==> src/rtl/pipe_pkg.sv <==
// Shared definitions for the pipelined register file: clear-engine state
// encodings and the address-width helper.
package pipe_pkg;

  typedef enum logic {
    ST_IDLE  = 1'b0,
    ST_CLEAR = 1'b1
  } clr_state_e;

  // Address width for a given depth; never narrower than one bit.
  function automatic int unsigned aw_calc(input int unsigned depth);
    return (depth <= 2) ? 1 : $clog2(depth);
  endfunction

endpackage

==> src/rtl/rf_clear_seq.sv <==
// Sequential clear engine: walks every entry once, one per cycle.
// Ports:
//   clk, rst_n  clock, async active-low reset
//   clear_req   start request (ignored while already clearing)
//   clear_busy  high for exactly DEPTH cycles per clear
//   clr_en      zero entry clr_addr at the next edge
//   clr_addr    entry being cleared this cycle
module rf_clear_seq
  import pipe_pkg::*;
#(
  parameter int unsigned DEPTH = 8,
  parameter int unsigned AW    = 3
) (
  input  logic          clk,
  input  logic          rst_n,
  input  logic          clear_req,
  output logic          clear_busy,
  output logic          clr_en,
  output logic [AW-1:0] clr_addr
);

  clr_state_e    state_q, state_d;
  logic [AW-1:0] ptr_q, ptr_d;

  // State and pointer registers.
  always_ff @(posedge clk or negedge rst_n) begin
    if (!rst_n) begin
      state_q <= ST_IDLE;
      ptr_q   <= '0;
    end else begin
      state_q <= state_d;
      ptr_q   <= ptr_d;
    end
  end

  // Next state; last entry returns to idle so busy spans exactly DEPTH cycles.
  always_comb begin
    state_d = state_q;
    ptr_d   = ptr_q;
    case (state_q)
      ST_IDLE: begin
        if (clear_req) begin
          state_d = ST_CLEAR;
          ptr_d   = '0;
        end
      end
      ST_CLEAR: begin
        if (ptr_q == AW'(DEPTH - 1)) begin
          state_d = ST_IDLE;
          ptr_d   = '0;
        end else begin
          ptr_d = ptr_q + AW'(1);
        end
      end
      default: begin
        state_d = ST_IDLE;
        ptr_d   = '0;
      end
    endcase
  end

  // Outputs decoded from the registered state.
  always_comb begin
    clear_busy = 1'b0;
    clr_en     = 1'b0;
    clr_addr   = ptr_q;
    if (state_q == ST_CLEAR) begin
      clear_busy = 1'b1;
      clr_en     = 1'b1;
    end
  end

endmodule

==> src/rtl/pipe_regfile.sv <==
// Multi-port register file with write-to-read bypass, optional zero register,
// per-entry pending (scoreboard) bits and a sequential clear engine.
// Ports:
//   clk, rst_n              clock, async active-low reset
//   we, waddr, wdata        writeback write
//   issue_valid, issue_addr mark destination pending
//   rd_addr / rd_data       NRD packed combinational read ports
//   rd_pending              per-port hazard flag
//   clear_req / clear_busy  start / status of the clear engine
module pipe_regfile
  import pipe_pkg::*;
#(
  parameter  int unsigned DW       = 16,
  parameter  int unsigned DEPTH    = 8,
  parameter  int unsigned NRD      = 2,
  parameter  bit          BYPASS   = 1'b1,
  parameter  bit          ZERO_REG = 1'b0,
  localparam int unsigned AW       = aw_calc(DEPTH)
) (
  input  logic              clk,
  input  logic              rst_n,
  input  logic              we,
  input  logic [AW-1:0]     waddr,
  input  logic [DW-1:0]     wdata,
  input  logic              issue_valid,
  input  logic [AW-1:0]     issue_addr,
  input  logic [NRD*AW-1:0] rd_addr,
  output logic [NRD*DW-1:0] rd_data,
  output logic [NRD-1:0]    rd_pending,
  input  logic              clear_req,
  output logic              clear_busy
);

  logic [DW-1:0]    mem_q [DEPTH];
  logic [DEPTH-1:0] pend_q;
  logic             clr_en;
  logic [AW-1:0]    clr_addr;
  logic             we_eff;
  logic             issue_eff;

  function automatic logic addr_ok(input logic [AW-1:0] a);
    return ({1'b0, a} < (AW+1)'(DEPTH));
  endfunction

  function automatic logic is_zero(input logic [AW-1:0] a);
    return ZERO_REG && (a == '0);
  endfunction

  rf_clear_seq #(
    .DEPTH (DEPTH),
    .AW    (AW)
  ) u_clear_seq (
    .clk        (clk),
    .rst_n      (rst_n),
    .clear_req  (clear_req),
    .clear_busy (clear_busy),
    .clr_en     (clr_en),
    .clr_addr   (clr_addr)
  );

  // Writes and issues are dropped while clearing and for invalid/zero entries.
  assign we_eff    = we && !clear_busy && addr_ok(waddr) && !is_zero(waddr);
  assign issue_eff = issue_valid && !clear_busy && addr_ok(issue_addr) && !is_zero(issue_addr);

  // Storage and scoreboard; issue is applied last so a new producer wins.
  always_ff @(posedge clk or negedge rst_n) begin
    if (!rst_n) begin
      for (int i = 0; i < int'(DEPTH); i++) mem_q[i] <= '0;
      pend_q <= '0;
    end else begin
      if (clr_en) begin
        mem_q[clr_addr]  <= '0;
        pend_q[clr_addr] <= 1'b0;
      end
      if (we_eff) begin
        mem_q[waddr]  <= wdata;
        pend_q[waddr] <= 1'b0;
      end
      if (issue_eff) pend_q[issue_addr] <= 1'b1;
    end
  end

  // Per-port read mux with optional same-cycle forwarding.
  for (genvar k = 0; k < int'(NRD); k++) begin : g_rd
    logic [AW-1:0] ra;
    logic [DW-1:0] rdat;
    logic          rpend;
    logic          fwd;

    assign ra  = rd_addr[k*AW +: AW];
    assign fwd = BYPASS && we_eff && (waddr == ra);

    always_comb begin
      rdat  = '0;
      rpend = 1'b0;
      if (addr_ok(ra) && !is_zero(ra)) begin
        rdat  = fwd ? wdata : mem_q[ra];
        rpend = pend_q[ra] && !fwd;
      end
    end

    assign rd_data[k*DW +: DW] = rdat;
    assign rd_pending[k]       = rpend;
  end

endmodule

==> config.mk <==
export PLATFORM = sky130hd
export DESIGN_NAME = pipe_regfile
export DESIGN_NICKNAME = d
export VERILOG_FILES = /design/src/rtl/pipe_pkg.sv /design/src/rtl/rf_clear_seq.sv /design/src/rtl/pipe_regfile.sv
export SDC_FILE = /design/constraint.sdc
export NUM_CORES = 1
export LEC_CHECK = 0
export BUFFER_PORTS_ARGS = -buffer_cell sky130_fd_sc_hd__buf_2
export CAP_MARGIN = 20
export CORE_UTILIZATION = 29
export CTS_BUF_LIST = sky130_fd_sc_hd__clkbuf_4 sky130_fd_sc_hd__clkbuf_8 sky130_fd_sc_hd__clkbuf_16
export CTS_CLUSTER_DIAMETER = 30
export CTS_CLUSTER_SIZE = 8
export DETAILED_ROUTE_END_ITERATION = 10
export PLACE_DENSITY_LB_ADDON = 0.2
export SETUP_SLACK_MARGIN = 0.4
export SLEW_MARGIN = 20
export SYNTH_ARGS = -nofsm -noshare
export SYNTH_HDL_FRONTEND = slang
export SYNTH_SLANG_ARGS = --single-unit
==> constraint.sdc <==
create_clock -name clk -period 4 [get_ports clk]
set_input_delay 0.6 -clock clk [delete_from_list [all_inputs] [get_ports clk]]
set_output_delay 0.6 -clock clk [all_outputs]
set_load 0.005 [all_outputs]
==> impl_metrics.csv <==
group,metric,value,unit
run_status,status,"finished clean",
final_layout,final_cell_mix,"mux2i_1 (193), dfrtp_1 (140), nand2_1 (134), mux4_2 (66), buf_2 (66)",
clock_network,cts.repair.resized,0,
global_routing,overflow,0,
floorplanning,die_area,29700,um^2
synthesis,ys.flop_type,"dfrtp_1",
final_layout,design_area,9630,um^2
worst_setup_path,critical_path_arrival,2.43,ns
timing,fin_tns_setup,0,ns
drt,vias,5858,
clock_network,path_clk_slew,0.07,ns
timing,maxSlewHeadroom,0.219,
drt,routed_wl,26.3,mm
drt,wl_per_cell,23.4,um
drt,drc_errors,0,
floorplanning,fp.coreArea,28600,um^2
worst_setup_path,startpoint_type,"register",
final_layout,fillers,2826,
power_and_ir_drop,peakVddDrop,0.274,mV
timing,clock_skew,0.00801,ns
placed_design,dp_hpwl,16.5,mm
worst_setup_path,critPathKind,"reg2out",
power_and_ir_drop,swShare,0.359,
synthesis,synthArstFlopShare,1.00,
final_layout,fin_util,0.336,
drt,ant_nets,0,
final_layout,antennaDiodeCount,0,
power_and_ir_drop,p_int,3770,uW
synthesis,syn_avg_cell_area,12.6,um^2
final_layout,drive_above_1_share,0.275,
synthesis,ys_seq_area_frac,0.416,
timing,post-route-min-period,3.03,ns
clock_network,postCtsSetupRepairBufs,0,
drt,drt_iter0_drc,435,
timing,hold_violations,0,
timing,slew_violations,0,
clock_network,clockBufferDepth,2,
global_routing,grt_pass1_vias,6415,
worst_setup_path,r2r_slack,1.60,ns
synthesis,synthesis.nets,705,
synthesis,synth-edff-count,0,
final_layout,fin_nets,759,
worst_setup_path,timing.rr.end,"pend_q[0]$_DFF_PN0_",
global_routing,grt_pass1_wl,40.1,mm
hold_path,min_path_type,"in2async",
placed_design,placedInstanceArea,9070,um^2
power_and_ir_drop,p_clk_frac,0.261,
clock_network,hold_buffers,0,
clock_network,cts_buffers,17,
drt,viasPerCell,5.23,
power_and_ir_drop,seq_power_share,0.408,
global_routing,grt.total_usage,0.188,
worst_setup_path,end_kind,"output port",
floorplanning,die_x,172,um
floorplanning,start_util,0.294,
global_routing,grt_max_degree,92,
power_and_ir_drop,p_per_area,611,nW/um^2
worst_setup_path,cp_max_fo,21,
timing,fin_crit_sh,0.756,
timing,grt_setup_unrepaired,"no",
placed_design,place_congestion,0.771,
flow_run,cap_violations,0,
worst_setup_path,reg2reg_from,"u_clear_seq.state_q$_DFF_PN0_",
timing,tightestPinTransition,1.17,ns
global_routing,antenna_found_initial,1,
clock_network,cts_num_sinks,140,
clock_network,cts_tree,"yes",
synthesis,syn_area,8420,um^2
worst_setup_path,cp.required,3.40,ns
synthesis,syn_inst,670,
power_and_ir_drop,p_comb_frac,0.331,
clock_network,root_buffer,"clkbuf_16",
floorplanning,ios,68,
timing,fmax,0.331,GHz
floorplanning,rows,62,
clock_network,cts_max_level,4,
worst_setup_path,reg2regPathDepth,2,
timing,whs,0.262,ns
synthesis,ys_types,39,
synthesis,ys_seq_elements,140,
placed_design,port-buffer-count,67,
timing,setup_viol,0,
final_layout,area_delta_synth_final,14.3,%
floorplanning,die_y,172,um
final_layout,final_common_cell,"mux2i_1",
power_and_ir_drop,p_leak,0.00472,uW
power_and_ir_drop,p_switching,2120,uW
clock_network,clk_latency,0.43,ns
drt,firstDrtPassIters,4,
synthesis,yosysWarnings,0,
[flip-flops by register name (all words and copies together) (netlist names)]
register	count
mem_q	128
pend_q	8
u_clear_seq.clr_addr	3
u_clear_seq.state_q	1
[through the flow]
stage | total power, uW | worst slack (ns) | cells
2_1_floorplan | 3660 | 1.63 | 670
3_3_place_gp | 4290 | 1.03 | 1089
3_5_place_dp | 4400 | 0.986 | 1089
4_1_cts | 5940 | 0.919 | 1121
5_1_grt | 6250 | 0.808 | 1121
6_report | 5890 | 0.975 | 1121
[worst max-delay path, stage by stage, from the launching register on]
cell and delay (ns):
dfrtp_1 0.77, nor2b_1 0.20, nand4_1 0.18, buf_4 0.32, mux2i_1 0.34, buf_2 0.17
[synthesized netlist by cell type (5+ instances only)]
| master | n | area, um^2 |
|---|---|---|
| xnor2_1 | 6 | 52.6 |
| mux4_2 | 66 | 1490 |
| dfrtp_1 | 140 | 3500 |
| buf_2 | 22 | 110 |
| nor2_1 | 5 | 18.8 |
| clkbuf_1 | 6 | 22.5 |
| nand2_1 | 134 | 503 |
| buf_4 | 20 | 150 |
| buf_6 | 9 | 101 |
| mux2i_1 | 193 | 1930 |
| clkinv_1 | 16 | 60.1 |
[how the worst max path moves through the flow]
stage	startpoint	endpoint	slack [ns]	cells after the start
final	u_clear_seq.state_q$_DFF_PN0_	rd_data[9]	0.97	5
after global routing	u_clear_seq.state_q$_DFF_PN0_	rd_data[6]	0.81	5
after CTS	u_clear_seq.state_q$_DFF_PN0_	rd_data[6]	0.92	5
after detailed placement	rd_addr[1]	rd_data[6]	0.99	6
after global placement	rd_addr[1]	rd_data[6]	1.03	6
after floorplan	rd_addr[0]	rd_pending[0]	1.63	5
[cells by family (layout without fill, tap and decap cells)]
group                    after synthesis  count (layout)  share of synthesized area
AND/OR/NAND/NOR                      170             170                     0.0932
buffers and inverters                 78             145                     0.0565
adder cells (fa/ha/maj)                2               2                    0.00297
flip-flops                           140             140                      0.416
multiplexers                         263             263                      0.415
AO/OA/AOI/OAI                         11              11                     0.0104
XOR/XNOR                               6               6                    0.00624
[final cells by class]
class	instances	area, um^2	share of cell area
Clock inverter	15	138	0.0143
Inverter	19	71.3	0.00741
Sequential cell	140	3500	0.364
Clock buffer	17	425	0.0442
Timing Repair Buffer	94	557	0.0578
Multi-Input combinational cell	452	4450	0.463
Tap cell	384	480	0.0499
[power groups by stage]
stage	clock network (uW)	registers (uW)	logic [uW]
3_5_place_dp	0	2420	1980
4_1_cts	1560	2390	1980
5_1_grt	1620	2490	2140
3_3_place_gp	0	2370	1920
2_1_floorplan	0	2210	1450
6_report	1540	2400	1950
[layer usage]
layer	global-route usage	up-vias	share of wire
met5	0	-	0.00049
met4	0.0808	2	0.031
met3	0.0316	59	0.055
met2	0.320	208	0.49
met1	0.235	3055	0.42
li1	-	2534	-
No activity file was read; power rests on OpenSTA's default activity.
